### src/rtl/bsg_sync_gray_ptr_rx_pkg.sv
// Shared constants and helpers for the Gray pointer receive endpoint.
package bsg_sync_gray_ptr_rx_pkg;

  localparam int unsigned default_width_lp = 4;

  // Ones count of a zero-extended difference vector
  function automatic logic [5:0] popcount32(input logic [31:0] vec);
    logic [5:0] ones;
    ones = '0;
    for (int i = 0; i < 32; i++) begin
      ones = ones + {5'd0, vec[i]};
    end
    return ones;
  endfunction

endpackage

### src/rtl/bsg_gray_to_binary.sv
// Purely combinational Gray-to-binary decoder, shared by async pointer users.
module bsg_gray_to_binary #(
  parameter int width_p = 4
) (
  input  logic [width_p-1:0] gray_i,
  output logic [width_p-1:0] bin_o
);

  // Each binary bit is the XOR of all Gray bits at and above its position
  for (genvar i = 0; i < width_p; i++) begin : g_bit
    assign bin_o[i] = ^(gray_i >> i);
  end

endmodule

### src/rtl/bsg_sync_gray_ptr_rx.sv
// Receive-side endpoint for a synchronized Gray producer pointer with valid/yumi drain.
// Optional multi-bit-change checker: define BSG_SYNC_GRAY_PTR_RX_CHECK_EN.
module bsg_sync_gray_ptr_rx
  import bsg_sync_gray_ptr_rx_pkg::*;
#(
  parameter int width_p = default_width_lp
) (
  input  logic               clk_i,
  input  logic               reset_n_i,
  input  logic [width_p-1:0] gray_ptr_i,
  output logic               v_o,
  input  logic               yumi_i,
  output logic [width_p-1:0] count_o,
  output logic [width_p-1:0] ptr_o,
  output logic               error_o
);

  logic [width_p-1:0] gray_r;
  logic [width_p-1:0] bin_r;
  logic [width_p-1:0] ptr_r;
  logic [width_p-1:0] bin_next;

  bsg_gray_to_binary #(.width_p(width_p)) g2b (
    .gray_i(gray_r),
    .bin_o (bin_next)
  );

  always_ff @(posedge clk_i or negedge reset_n_i) begin
    if (!reset_n_i) begin
      gray_r <= '0;
      bin_r  <= '0;
      ptr_r  <= '0;
    end else begin
      gray_r <= gray_ptr_i;
      bin_r  <= bin_next;
      if (yumi_i && v_o) begin
        ptr_r <= ptr_r + 1'b1;
      end
    end
  end

  // Modulo subtraction absorbs producer pointer wrap past zero
  assign count_o = bin_r - ptr_r;
  assign v_o     = |count_o;
  assign ptr_o   = ptr_r;

  assert property (@(posedge clk_i) disable iff (!reset_n_i) !(yumi_i && !v_o))
    else $error("bsg_sync_gray_ptr_rx: yumi_i asserted with nothing pending");

`ifdef BSG_SYNC_GRAY_PTR_RX_CHECK_EN
  logic        error_r;
  logic [31:0] diff_ext;
  logic [5:0]  diff_ones;

  assign diff_ext  = 32'(gray_ptr_i ^ gray_r);
  assign diff_ones = popcount32(diff_ext);

  // A legal Gray stream changes at most one bit between consecutive samples
  always_ff @(posedge clk_i or negedge reset_n_i) begin
    if (!reset_n_i) begin
      error_r <= 1'b0;
    end else begin
      assert (diff_ones <= 6'd1)
        else $warning("bsg_sync_gray_ptr_rx: gray jump %b -> %b", gray_r, gray_ptr_i);
      if (diff_ones > 6'd1) begin
        error_r <= 1'b1;
      end
    end
  end

  assign error_o = error_r;
`else
  assign error_o = 1'b0;
`endif

endmodule
### config.mk
export PLATFORM = sky130hd
export DESIGN_NAME = bsg_sync_gray_ptr_rx
export DESIGN_NICKNAME = d
export VERILOG_FILES = /design/src/rtl/bsg_sync_gray_ptr_rx_pkg.sv /design/src/rtl/bsg_gray_to_binary.sv /design/src/rtl/bsg_sync_gray_ptr_rx.sv
export SDC_FILE = /design/constraint.sdc
export NUM_CORES = 1
export LEC_CHECK = 0
export CORE_AREA = 2 2 39 41
export CTS_CLUSTER_SIZE = 10
export DETAILED_ROUTE_END_ITERATION = 16
export DIE_AREA = 0 0 41 43
export GPL_TIMING_DRIVEN = 0
export PLACE_DENSITY = 0.76
export SLEW_MARGIN = 10
export SYNTH_ARGS = -nofsm -noshare
export SYNTH_HDL_FRONTEND = slang
export SYNTH_SLANG_ARGS = --single-unit
### constraint.sdc
create_clock -name clk_i -period 5.2 [get_ports clk_i]
set_clock_uncertainty 0.05 [all_clocks]
set_input_delay 0.78 -clock clk_i [delete_from_list [all_inputs] [get_ports clk_i]]
set_output_delay 0.78 -clock clk_i [all_outputs]
set_load 0.05 [all_outputs]
Word-level counts from Yosys, hierarchy flattened
Cells that the tools add are included.
{"block": "totals", "reg_bits": 12, "input_bits": 7, "output_inout_bits": 10, "word_cells": 11}
{"block": "op_classes", "add_sub_neg": 2, "reduce_logical": 6}
{"cell": "4-bit parity", "n": 4}
{"cell": "4-bit by 1-bit adder with 4-bit output, second input constant", "n": 1}
{"cell": "4-bit OR reduction", "n": 1}
{"cell": "4-bit subtractor", "n": 1}
{"cell": "1-bit logical AND", "n": 1}

Longest topological paths before layout
Gate-level depths: netlist (run 1).
{"block": "logic_depth", "ltp_word": 3, "depth_mapped": 8, "mapped_depth_nobuf": 8}

By module
A second synthesis (run 1) with hierarchy kept.
{"block": "unflattened", "hier_cells": 50, "area_unflattened_um2": 634.4}
{"mod": "bsg_sync_gray_ptr_rx", "instances": 1, "cells_each": 45, "area_per_inst_um2": 584.3, "seq_area_each_um2": 300.3}
{"mod": "bsg_gray_to_binary", "instances": 1, "cells_each": 5, "area_per_inst_um2": 50.0, "seq_area_each_um2": 0.0}

Worst setup path after synthesis (run 1)
OpenSTA, ideal clock, no wires.
{"block": "synth_path", "path_kind": "reg2out", "startpoint": "register ptr_r[0] (netlist: ptr_o[0])", "endpoint": "output port v_o", "arrival_time_ps": 2834, "required_time_ps": 4370, "path_slack_ps": 1536, "stages_incl_launch_ff": 7, "path_buffers": 0, "path_cell_list": "dfrtp_1 ha_1 inv_1 fa_1 xor2_1 or3_4 or3_1"}
{"block": "synth_between", "elab_chain_len": 2}
{"item": "start: declaration", "line_no": "bsg_sync_gray_ptr_rx.sv:20", "source": "logic [width_p-1:0] ptr_r;"}
{"item": "start signal: assignment", "line_no": "bsg_sync_gray_ptr_rx.sv:37", "source": "ptr_r <= ptr_r + 1'b1;"}
{"item": "4-bit subtractor", "line_no": "bsg_sync_gray_ptr_rx.sv:43", "source": "assign count_o = bin_r - ptr_r;"}
{"item": "net count_o[2]", "line_no": "bsg_sync_gray_ptr_rx.sv:13", "source": "output logic [width_p-1:0] count_o,"}
{"item": "4-bit OR reduction", "line_no": "bsg_sync_gray_ptr_rx.sv:44", "source": "assign v_o = |count_o;"}
{"item": "end: declaration", "line_no": "bsg_sync_gray_ptr_rx.sv:11", "source": "output logic v_o,"}
The timed path passes the listed nets, and every way through them passes these cells.

Worst setup path in the final report (run 1)
{"block": "layout_path", "startpoint": "register ptr_r[0] (netlist: ptr_o[0])", "endpoint": "output port v_o"}
{"block": "layout_between", "elab_chain_len": 2}
{"item": "4-bit subtractor", "line_no": "bsg_sync_gray_ptr_rx.sv:43"}
{"item": "4-bit OR reduction", "line_no": "bsg_sync_gray_ptr_rx.sv:44"}
Every way passes these cells.

==> results of run 1 <==
[cell type report]
type                       instances  area share [%]
inverter                           5            2.32
clock buffer                       4            4.49
buffer                             1           0.929
timing repair buffer              15            18.6
sequential                        12            37.2
tap                               16            2.48
multi-input combinational         29            34.1
[per-layer routing]
metal / track usage [%] / vias up
li1: - / 194
met4: 14.0 / 0
met2: 17.8 / 14
met3: 1.57 / 4
met5: 0 / -
met1: 14.6 / 192
[through the flow]
| step | setup slack, ps | hold slack [ps] | instances |
|---|---|---|---|
| finish | 1490 | 348 | 82 |
| global route | 1370 | 358 | 82 |
| CTS | 1460 | 350 | 82 |
| detailed placement | 1770 | 333 | 78 |
| global placement | 1790 | 333 | 78 |
| floorplan | 1540 | 322 | 47 |
[cell families after synthesis]
family,count (synthesis),synth area share (%)
AOI/OAI and AO/OA,5,9.56
xor gates and xnor gates,8,11.6
adders and majority gates,5,11.6
buffers and inverters,6,4.37
DFF,12,49.9
muxes,1,2.49
other,1,0.623
and+or+nand+nor,9,9.77
[worst max path at each step]
| stage | start | to | slack (ps) |
|---|---|---|---|
| after floorplan | ptr_o[0] | v_o | 1540 |
| after global placement | ptr_o[0] | v_o | 1790 |
| after detailed placement | ptr_o[0] | v_o | 1770 |
| after CTS | ptr_o[0] | v_o | 1460 |
| after global routing | ptr_o[0] | v_o | 1370 |
| final | ptr_o[0] | v_o | 1490 |
[synthesized netlist by cell type]
library cell	n	share of area, %
a21oi_1	2	1.7
a221o_1	1	1.7
and3_1	1	1.0
buf_4	1	1.2
conb_1	1	0.62
dfrtp_1	12	50
fa_1	1	3.3
ha_1	4	8.3
inv_1	5	3.1
mux2_4	1	2.5
nand2_1	1	0.62
nand3b_1	1	1.2
nand4_1	1	1.0
nor2_1	1	0.62
nor3b_1	1	1.2
o311ai_2	1	2.7
o31ai_4	1	3.5
or2_2	1	1.0
or3_1	1	1.0
or3_4	1	1.9
xnor2_1	4	5.8
xor2_1	4	5.8
[cells in the final DEF, fill, tap and decap left out, drive strengths merged, types with 2 or more instances in the layout]
| master | instances |
|---|---|
| xnor2 | 4 |
| or3 | 2 |
| dfrtp | 12 |
| clkdlybuf4s50 | 15 |
| ha | 4 |
| clkbuf | 4 |
| inv | 5 |
| xor2 | 4 |
| a21oi | 2 |
[sequential cells by signal, indices dropped and copies added (netlist names)]
name    count
bin_r       4
gray_r      4
ptr_o       4
[critical path, stage by stage, from the launching register on]
cell and delay [ps]:
dfrtp_1 450, ha_1 190, inv_1 50, fa_1 370, xor2_1 160, or3_4 370
or3_1 310, clkdlybuf4s50_1 700
==> results.cfg, run 1 <==
[status]
status = finished clean

[setup_path]
critPathLaunchType = flip-flop
endpoint_kind = primary output
crit_type = flip-flop to primary output
reg2reg_depth = 7
worstPathArrival_ps = 2880
crit_fanout = 5
reg2reg_to = ptr_o[1]
r2r_start = ptr_o[0]
worstPathRequired_ps = 4370
regToRegSetupSlack_ps = 2860

[grt]
grt_pass1_wl_um = 1400
antenna_found_initial = 0
grt_pass1_vias = 344
gr-total-overflow = 0
grtUsageTotal_pct = 12.7
grt_max_degree = 13

[timing]
min_period_ps = 3710
drv_slew = 0
relSlewSlack_pct = 65.9
tns_ps = 0
max_slew.worst_pin.slew_ps = 509
setup_viol = 0
fmax_ghz = 0.270
rsz0062_at_grt = false
fin_crit_sh_pct = 71.3
finalHoldViolCount = 0

[finish]
fin_nets = 79
design_area_um2 = 808
multi_input_area_um2 = 275
drive_above_1_share_pct = 15.2
regArea_um2 = 300
nFillCells = 130
syn2layout_area_growth_pct = 34.3
antenna_cells = 0
final_util_pct = 58.4

[floorplanning]
initial_core_util_pct = 43.5
std_cell_rows = 14
fp.coreArea_mm2 = 0.00138
die_y_um = 43
ioPinCount = 17
die_area_mm2 = 0.00176
die_x_um = 41

[routing]
final_antenna_net_count = 0
drtIter0Drc = 0
drt-pass1-iter-count = 1
met2_length_um = 432
wl_per_cell_um = 10.7
viasPerCell = 4.93
route.detailed.drc = 0
detailroute.via_count = 404
routed_wl_um = 876
wl_met3_um = 54
wl_met1_um = 356
topRoutingLayerUsed = met4

[clock_network]
cts_resized = 0
postCtsSetupRepairBufs = 0
root_buffer = clkbuf_4
path_clk_slew_ps = 70
postCtsHoldBufs = 0
cts.path.max_buffers = 2
htree_levels = 1
clkSinkCount = 12
cts_buffers = 3
worstSkewPairLatency_ps = 260
cts_tree = done

[min_path]
min-delay-start = gray_r[3]
min_to = bin_r[3]
hold_class = flip-flop to flip-flop
hold_depth = 0

[placement]
portBuffers = 15
dpl_cell_area_um2 = 772
dp_hpwl_um = 743
place.gp.congestion = 0.667

[yosys]
syn_nets = 59
syn_inst = 47
yosysWarningCount = 0
ys_types = 22
yosysSeqAreaShare_pct = 49.9
syn_area_um2 = 602
synth-seq-cells = 12
syn_area_per_cell_um2 = 12.8

[job]
cap_violations = 0
Power of run 1 is not shown: default switching activity piles up to over one toggle a cycle in this logic, so the estimate is an artifact.
==> run 2, diff against run 1 <==
- CORE_AREA: 2 2 39 41 -> unset
- CORE_MARGIN: unset -> 1.5
- CORE_UTILIZATION: unset -> 40
- DIE_AREA: 0 0 41 43 -> unset
- PLACE_DENSITY: 0.76 -> 0.71
- clock period: 5.2 -> 3.15 ns (I/O delays scaled with it)
==> results.cfg, run 2 (synthesized netlist as in run 1, its figures left out) <==
[status]
status = finished clean

[finish]
final_common_cell = clkdlybuf4s50_1
multi_input_area_um2 = 283
regArea_um2 = 302
drive_above_1_share_pct = 18.2
antenna_cells = 0
fin_nets = 79
syn2layout_area_growth_pct = 33.5
layout_common_cells = clkdlybuf4s50_1 (13), dfrtp_1 (11), inv_1 (5)
nFillCells = 116

[job]
cap_violations = 0

[placement]
portBuffers = 15
dp_slack_ps = 49.8
place.gp.congestion = 0.714
dp_hpwl_um = 686

[clock_network]
postCtsHoldBufs = 0
postCtsSetupRepairBufs = 0
cts.path.max_buffers = 2
cts_buffers = 3
clkSinkCount = 12
htree_levels = 1
path_clk_slew_ps = 80
root_buffer = clkbuf_4
worstSkewPairLatency_ps = 270
cts_tree = done

[routing]
drtIter0Drc = 4
wl_per_cell_um = 10.7
detailroute.via_count = 396
routed_wl_um = 868
viasPerCell = 4.89
drt-pass1-iter-count = 3
route.detailed.drc = 0
final_antenna_net_count = 0

[setup_path]
path_cells = ha_1 -> inv_1 -> fa_1 -> xor2_2 -> or3_4 -> or3_1 -> clkbuf_2
path_buf_inv = 2
cp_top_family = simple AND/OR/NAND/NOR gates
critPathLaunchType = flip-flop
crit_type = flip-flop to primary output
crit_path_max_incr_delay_ps = 420
worstPathArrival_ps = 2390
endpoint_kind = primary output
crit_fanout = 5
cp_slowest_cell = dfrtp_2
worstPathRequired_ps = 2630

[grt]
grt_pass1_vias = 395
grtUsageTotal_pct = 12.5
grt_max_degree = 13
antenna_found_initial = 0
gr-total-overflow = 0
grt_pass1_wl_um = 1620

[timing]
fin_ws_ps = 233
max_slew.worst_pin.slew_ps = 537
fin_crit_sh_pct = 92.6
fmax_ghz = 0.343
tns_ps = 0
finalHoldViolCount = 0
relSlewSlack_pct = 64.1
min_period_ps = 2920
setup_viol = 0
rsz0062_at_grt = false
drv_slew = 0

[min_path]
hold_class = flip-flop to flip-flop

[floorplanning]
die_y_um = 41.8
std_cell_rows = 13
initial_core_util_pct = 44.6
ioPinCount = 17
die_area_mm2 = 0.00175
die_x_um = 41.8
fp.coreArea_mm2 = 0.00135
==> run 2: cell count changes in the layout (fill, tap and decap cells not counted), sizes merged <==
cell           change
clkdlybuf4s50      -2
clkbuf             +1
dlymetal6s2s       +1
==> run 2: through the flow <==
step | area, µm² | hold slack, ps | std cells | utilization [%]
2_1_floorplan | 611 | 127 | 47 | -
3_3_place_gp | 779 | 332 | 77 | 57.7
3_5_place_dp | 779 | 335 | 77 | 57.7
4_1_cts | 805 | 352 | 81 | 59.6
5_1_grt | 803 | 362 | 81 | 59.5
6_report | 803 | 348 | 81 | 59.5
==> run 2: layer usage <==
layer / vias to the layer above / GRT usage, % / share of wire, %
li1: 193 / - / -
met1: 187 / 15.2 / 44
met2: 14 / 18.8 / 48
met3: 2 / 4.35 / 6.6
met4: 0 / 7.74 / 0.92
met5: - / 0 / 0
==> run 2: timing repair <==
item,4_1_cts,5_1_grt
endpoints found under the setup margin,1,2
hold endpoints to repair,0,0
gates resized for setup,1,3
==> run 2: final timing paths <==
check	from	end	slack, ps	cells past startpoint
worst max-delay path	ptr_o[0]	v_o	230	7
worst min-delay path	gray_r[3]	bin_r[3]	350	0
worst max register to register	ptr_o[0]	ptr_o[1]	870	7
worst min register to register	gray_r[3]	bin_r[3]	350	0
max in group asynchronous	reset_n_i	ptr_o[0]	2170	1
min in group asynchronous	reset_n_i	bin_r[1]	500	1
==> run 2: final cells by class <==
cell class                      count  share of cell area, %
Buffer                              1                  0.935
Clock buffer                        4                   3.27
Inverter                            5                   2.34
Multi-Input combinational cell     29                   35.2
Sequential cell                    12                   37.5
Tap cell                           15                   2.34
Timing Repair Buffer               15                   18.4
Power of run 2 is left out for the same reason.
